`src/rtl/rsa256_uart_bridge.sv`:
```
// Avalon-MM master that polls a UART, gathers N, E and ciphertext for the RSA256 core,
// starts the core and streams the 31 low-order plaintext bytes back out through the UART.
module rsa256_uart_bridge #(
   parameter int unsigned RX_BASE     = 0,
   parameter int unsigned TX_BASE     = 1,
   parameter int unsigned STATUS_BASE = 2,
   parameter int unsigned RX_OK_BIT   = 7,
   parameter int unsigned TX_OK_BIT   = 6,
   parameter int unsigned IN_BYTES    = 32,
   parameter int unsigned OUT_BYTES   = 31
) (
   input  logic         i_clk,
   input  logic         i_rst,
   output logic [4:0]   avm_address,
   output logic         avm_read,
   input  logic [31:0]  avm_readdata,
   output logic         avm_write,
   output logic [31:0]  avm_writedata,
   input  logic         avm_waitrequest,
   output logic         o_core_start,
   output logic [255:0] o_core_a,
   output logic [255:0] o_core_e,
   output logic [255:0] o_core_n,
   input  logic [255:0] i_core_result,
   input  logic         i_core_finished
);

   localparam int unsigned      CNT_W       = $clog2(IN_BYTES);
   localparam logic [CNT_W-1:0] IN_LAST     = CNT_W'(IN_BYTES - 1);
   localparam logic [CNT_W-1:0] OUT_LAST    = CNT_W'(OUT_BYTES - 1);
   localparam logic [4:0]       ADDR_RX     = 5'(RX_BASE);
   localparam logic [4:0]       ADDR_TX     = 5'(TX_BASE);
   localparam logic [4:0]       ADDR_STATUS = 5'(STATUS_BASE);

   typedef enum logic [2:0] {StQueryRx, StReadRx, StCalc, StQueryTx, StWriteTx} state_e;
   typedef enum logic [1:0] {PhN, PhE, PhData} phase_e;

   state_e           r_state, w_state_nxt;
   phase_e           r_phase, w_phase_nxt;
   logic [CNT_W-1:0] r_cnt, w_cnt_nxt;
   logic             r_read, w_read_nxt;
   logic             r_write, w_write_nxt;
   logic [4:0]       r_addr, w_addr_nxt;
   logic [31:0]      r_wdata, w_wdata_nxt;
   logic             r_start, w_start_nxt;
   logic [255:0]     r_n, w_n_nxt;
   logic [255:0]     r_e, w_e_nxt;
   logic [255:0]     r_a, w_a_nxt;
   // Top result byte is never transmitted, so only 248 bits are kept.
   logic [247:0]     r_result, w_result_nxt;
   logic [7:0]       w_rx_byte;
   logic             w_unused;

   assign w_rx_byte = avm_readdata[7:0];
   assign w_unused  = ^{avm_readdata[31:8], i_core_result[255:248]};

   always_comb begin
      w_state_nxt  = r_state;
      w_phase_nxt  = r_phase;
      w_cnt_nxt    = r_cnt;
      w_read_nxt   = r_read;
      w_write_nxt  = r_write;
      w_addr_nxt   = r_addr;
      w_wdata_nxt  = r_wdata;
      w_start_nxt  = 1'b0;
      w_n_nxt      = r_n;
      w_e_nxt      = r_e;
      w_a_nxt      = r_a;
      w_result_nxt = r_result;
      case (r_state)
         StQueryRx: begin
            if (!r_read) begin
               w_read_nxt = 1'b1;
            end else if (!avm_waitrequest) begin
               w_read_nxt = 1'b0;
               if (avm_readdata[RX_OK_BIT]) begin
                  w_state_nxt = StReadRx;
                  w_addr_nxt  = ADDR_RX;
               end
            end
         end
         StReadRx: begin
            if (!r_read) begin
               w_read_nxt = 1'b1;
            end else if (!avm_waitrequest) begin
               w_read_nxt  = 1'b0;
               w_addr_nxt  = ADDR_STATUS;
               w_state_nxt = StQueryRx;
               case (r_phase)
                  PhN:     w_n_nxt = {r_n[247:0], w_rx_byte};
                  PhE:     w_e_nxt = {r_e[247:0], w_rx_byte};
                  default: w_a_nxt = {r_a[247:0], w_rx_byte};
               endcase
               if (r_cnt == IN_LAST) begin
                  w_cnt_nxt = '0;
                  case (r_phase)
                     PhN:     w_phase_nxt = PhE;
                     PhE:     w_phase_nxt = PhData;
                     default: begin
                        w_phase_nxt = PhData;
                        w_state_nxt = StCalc;
                        w_start_nxt = 1'b1;
                     end
                  endcase
               end else begin
                  w_cnt_nxt = r_cnt + 1'b1;
               end
            end
         end
         StCalc: begin
            if (i_core_finished) begin
               w_result_nxt = i_core_result[247:0];
               w_state_nxt  = StQueryTx;
            end
         end
         StQueryTx: begin
            if (!r_read) begin
               w_read_nxt = 1'b1;
            end else if (!avm_waitrequest) begin
               w_read_nxt = 1'b0;
               if (avm_readdata[TX_OK_BIT]) begin
                  w_state_nxt = StWriteTx;
                  w_addr_nxt  = ADDR_TX;
                  w_wdata_nxt = {24'b0, r_result[247:240]};
               end
            end
         end
         StWriteTx: begin
            if (!r_write) begin
               w_write_nxt = 1'b1;
            end else if (!avm_waitrequest) begin
               w_write_nxt  = 1'b0;
               w_addr_nxt   = ADDR_STATUS;
               w_result_nxt = {r_result[239:0], 8'h00};
               if (r_cnt == OUT_LAST) begin
                  w_cnt_nxt   = '0;
                  w_state_nxt = StQueryRx;
               end else begin
                  w_cnt_nxt   = r_cnt + 1'b1;
                  w_state_nxt = StQueryTx;
               end
            end
         end
         default: w_state_nxt = StQueryRx;
      endcase
   end

   always_ff @(posedge i_clk or posedge i_rst) begin
      if (i_rst) begin
         r_state  <= StQueryRx;
         r_phase  <= PhN;
         r_cnt    <= '0;
         r_read   <= 1'b0;
         r_write  <= 1'b0;
         r_addr   <= ADDR_STATUS;
         r_wdata  <= '0;
         r_start  <= 1'b0;
         r_n      <= '0;
         r_e      <= '0;
         r_a      <= '0;
         r_result <= '0;
      end else begin
         r_state  <= w_state_nxt;
         r_phase  <= w_phase_nxt;
         r_cnt    <= w_cnt_nxt;
         r_read   <= w_read_nxt;
         r_write  <= w_write_nxt;
         r_addr   <= w_addr_nxt;
         r_wdata  <= w_wdata_nxt;
         r_start  <= w_start_nxt;
         r_n      <= w_n_nxt;
         r_e      <= w_e_nxt;
         r_a      <= w_a_nxt;
         r_result <= w_result_nxt;
      end
   end

   assign avm_address   = r_addr;
   assign avm_read      = r_read;
   assign avm_write     = r_write;
   assign avm_writedata = r_wdata;
   assign o_core_start  = r_start;
   assign o_core_a      = r_a;
   assign o_core_e      = r_e;
   assign o_core_n      = r_n;

endmodule

```
`config.mk`:
```
export PLATFORM = sky130hd
export DESIGN_NAME = rsa256_uart_bridge
export DESIGN_NICKNAME = d
export VERILOG_FILES = /design/src/rtl/rsa256_uart_bridge.sv
export SDC_FILE = /design/constraint.sdc
export NUM_CORES = 2
export LEC_CHECK = 0
export ABC_AREA = 1
export BUFFER_PORTS_ARGS = -buffer_cell sky130_fd_sc_hd__buf_2
export CAP_MARGIN = 30
export CORE_AREA = 2 2 425 427
export CTS_CLUSTER_DIAMETER = 200
export DETAILED_ROUTE_END_ITERATION = 8
export DIE_AREA = 0 0 427 429
export MAX_ROUTING_LAYER = met4
export REMOVE_ABC_BUFFERS = 1
export SLEW_MARGIN = 20
export SYNTH_ARGS = -nofsm -noshare
export SYNTH_HDL_FRONTEND = slang
export SYNTH_SLANG_ARGS = --single-unit
```
`constraint.sdc`:
```
create_clock -name i_clk -period 40.5 [get_ports i_clk]
set_input_delay 10.125 -clock i_clk [delete_from_list [all_inputs] [get_ports i_clk]]
set_output_delay 10.125 -clock i_clk [all_outputs]
set_load 0.03 [all_outputs]
```
==> impl_results.md <==
- Initial core utilization: a little under a quarter
- Met2 wire len: 67200 µm
- Total power: roughly 3.4 mW
- CTS tree: yes
- DR DRC count: 0
- Hold Path Stages: 2
- Critical Path Source: avm_waitrequest
- Reg2Reg Launch Point: r_state[1]$_DFFE_PP0P_
- HP Class: reg -> reg
- M1 WL: between 50000 and 60000 µm
- EDFF count, synth: 0
- Final WL: 137000 µm
- Post-cts resize count: 0
- WL met3: 9620 µm
- Worst hold start: o_core_n[249]$_DFFE_PP0P_
- Mean cell area of the mapped netlist: 9.57 µm²
- Fin cells: 7784
- Period utilization: 34.4%
- Setup tns final: 0 ps
- Highest metal used: met4
- Vias per std cell: 4.19
- ANT nets after route: 0
- Largest net degree at the start of global routing: 229
- Max-cap violations: 0
- Pwr per Cell Area: 64.4 mW/mm²
- Clock latency on the worst-skew pair: 750 ps
- Layout Nets: 5616
- Chip width: 427 µm
- Die area: 0.183 mm²
- Iteration-0 DRC Markers: ~2500
- Critical Path RT: 41150 ps
- Post-synthesis mux area share: 0%
- Routability congestion estimate: about 0.90
- Post-DP HPWL: 101000 µm
- Port bufs: ~1000
- Hold Buf Count CTS: 0
- Setup CP Type: in -> reg
- Setup-failing EPs final: 0
- Minimum clock period: 13940 ps
- Cells after synthesis: about 4400
- Top cells by area, synth: dfrtp_1, nand2_1, o21ai_0
- Vias in the first global route: around 30000
- Reg2reg end: r_result[223]$_DFFE_PP0P_
- Total CTS buffers: 115
- Layout Utilization: 29.7%
- Synth cell types: 29
- Clock Skews: between 20 and 30 ps
- Top-area cell type share of the netlist area: 61.8%
- Setup Fix Bufs, Post-CTS: 0
- Sequential area share after synthesis: 61.8%
- First-pass GRT wire length: roughly 200000 µm
- Largest family of logic cells by synthesized area: compound AO/OA/AOI/OAI gates
- Total gr overflow: 0
- Compound-Gate Fraction of Synth Area: between 10% and 20%
- Unrepaired setup endpoints after global routing: false
- Adder-cell area share of the yosys netlist: 0.0893%
- # clock sinks: 1039
- Fmax: 71.8 MHz
- Async S/R FF share, synth: 100%
- Most frequent cell after synthesis: dfrtp_1
- Max Fanout on Critical Path: 117
- FILL cells: 18800
- Final hold violations: 0
- Outcome: completed
- Row count: 155
- Worst-path clk slew: around 60 ps
- Synth cell count leaders: dfrtp_1, nand2_1, o21ai_0
- Initial antenna violation count: 26
- Share of post-route cells with drive strength above 1: a little under 30%
- Vias: 32600
- Top FF cell, synth: dfrtp_1
- Seq cells post-synth: about 1000
- Peak supply drop: 0.0438 mV
- Synth Area in XOR/XNOR: 0.0208%
- Die Height: 429 µm
- R2r setup slk: around 35000 ps
- Top cell type by total area after synthesis: dfrtp_1
- Leakage Power: 27.4 nW
- GRT Overall Usage: between 10% and 20%
- Routed wire per std cell: 17.6 µm
- Area grow syn2layout: 25.6%
- Max Root-Sink Buffers: 3
- Num ports: 1100
- Core footprint: about 0.18 mm²
- DRT Pass-1 Iters: 5
- Crit path capture type: flip-flop
- Syn. warnings: 0
- Root buffer cell: clkbuf_16
- Worst slew pin tran: 1030 ps
- CP arrival: 14580 ps
- Post-Syn Area: 0.0420 mm²
- Synth Area in Simple Gates: between 10 and 15%
- Htree depth: 3
- Placed cells: 7550
- Crit start category: input port
- Slew Viols, Final: 0
- R2R depth: 11
- WHS Endpoint: o_core_n[249]$_DFFE_PP0P_
- Rel. slew slack: 31.3%
## layout make-up
type | instances | area, µm² | area share, %
Clock buffer | 171 | 3430 | 6.50
Sequential cell | 1039 | 26000 | 49.3
Antenna cell | 20 | 50.0 | 0.0948
Multi-Input combinational cell | 2673 | 12600 | 23.8
Timing Repair Buffer | 1089 | 5810 | 11.0
Inverter | 403 | 1530 | 2.89
Clock inverter | 34 | 472 | 0.893
Tap cell | 2355 | 2950 | 5.58
## worst max-delay path by stage
stage                                       endpoint  slack (ps)  depth (start not counted)
final                      r_result[223]$_DFFE_PP0P_       26560                         12
after global routing       r_result[240]$_DFFE_PP0P_       26170                         12
after CTS                  r_result[223]$_DFFE_PP0P_       26430                         11
after detailed placement   r_result[223]$_DFFE_PP0P_       25620                         11
after global placement     r_result[243]$_DFFE_PP0P_       25640                         10
after floorplan           avm_address[0]$_DFFE_PP0P_        1130                          1
## per-stage QoR
stage                     worst slack (ps)  cell area (µm²)  hold slack [ps]
after global routing                 26170            52800              492
after detailed placement             25620            48600              454
final                                26560            52800              467
after floorplan                       1130            40000              451
after global placement               25640            48600              452
after CTS                            26430            52500              469
## cells by family after synthesis
logic type                 Yosys count
other                                1
adders and majority gates            3
buffers and inverters              708
DFF                               1039
and+or+nand+nor                   1383
xor gates and xnor gates             1
AOI/OAI and AO/OA                 1259
## sequential cells by signal (all words and copies together) (netlist names)
signal and count:
o_core_a 256, o_core_e 256, o_core_n 256, r_result 248
avm_writedata 8, r_cnt 5, r_state 3, avm_address 2
r_phase 2, avm_read 1, avm_write 1, o_core_start 1
## layer usage
layer | GRT usage (%) | up-vias
li1 | - | 15900
met2 | 24.1 | 860
met1 | 17.5 | 15500
met5 | - | -
met3 | 4.06 | 242
met4 | 5.76 | 0
## power by group
group	leakage (nW)	switching [mW]	internal, mW
logic	13.1	0.640	0.252
registers	12.3	0.150	1.28
clock network	1.91	0.439	0.640
total	27.4	1.23	2.17
## cell usage in the layout (no fill, tap or decap), types with 5 or more instances in the layout
cell type and instances:
a21oi_1 324, or2_2 240, diode_2 20, bufinv_16 9, buf_2 1041, conb_1 27
a21oi_2 38, inv_6 5, nand4_1 5, buf_4 34, nor2_1 368, inv_1 397
clkbuf_16 116, clkbuf_8 32, buf_16 9, o21ai_0 452, o21ai_1 444, clkbuf_1 23
dfrtp_1 1038, nand3_1 34, nand2_1 723, clkinv_2 13
## worst max-delay path: stages
cell,delay [ps]
buf_2,100
nand3_1,100
nand2_1,130
inv_2,80
nand2_8,430
buf_4,390
buf_16,310
buf_4,740
buf_4,800
buf_4,840
nand2_1,120
o21ai_1,120
Power figures use the tool's default switching activity.
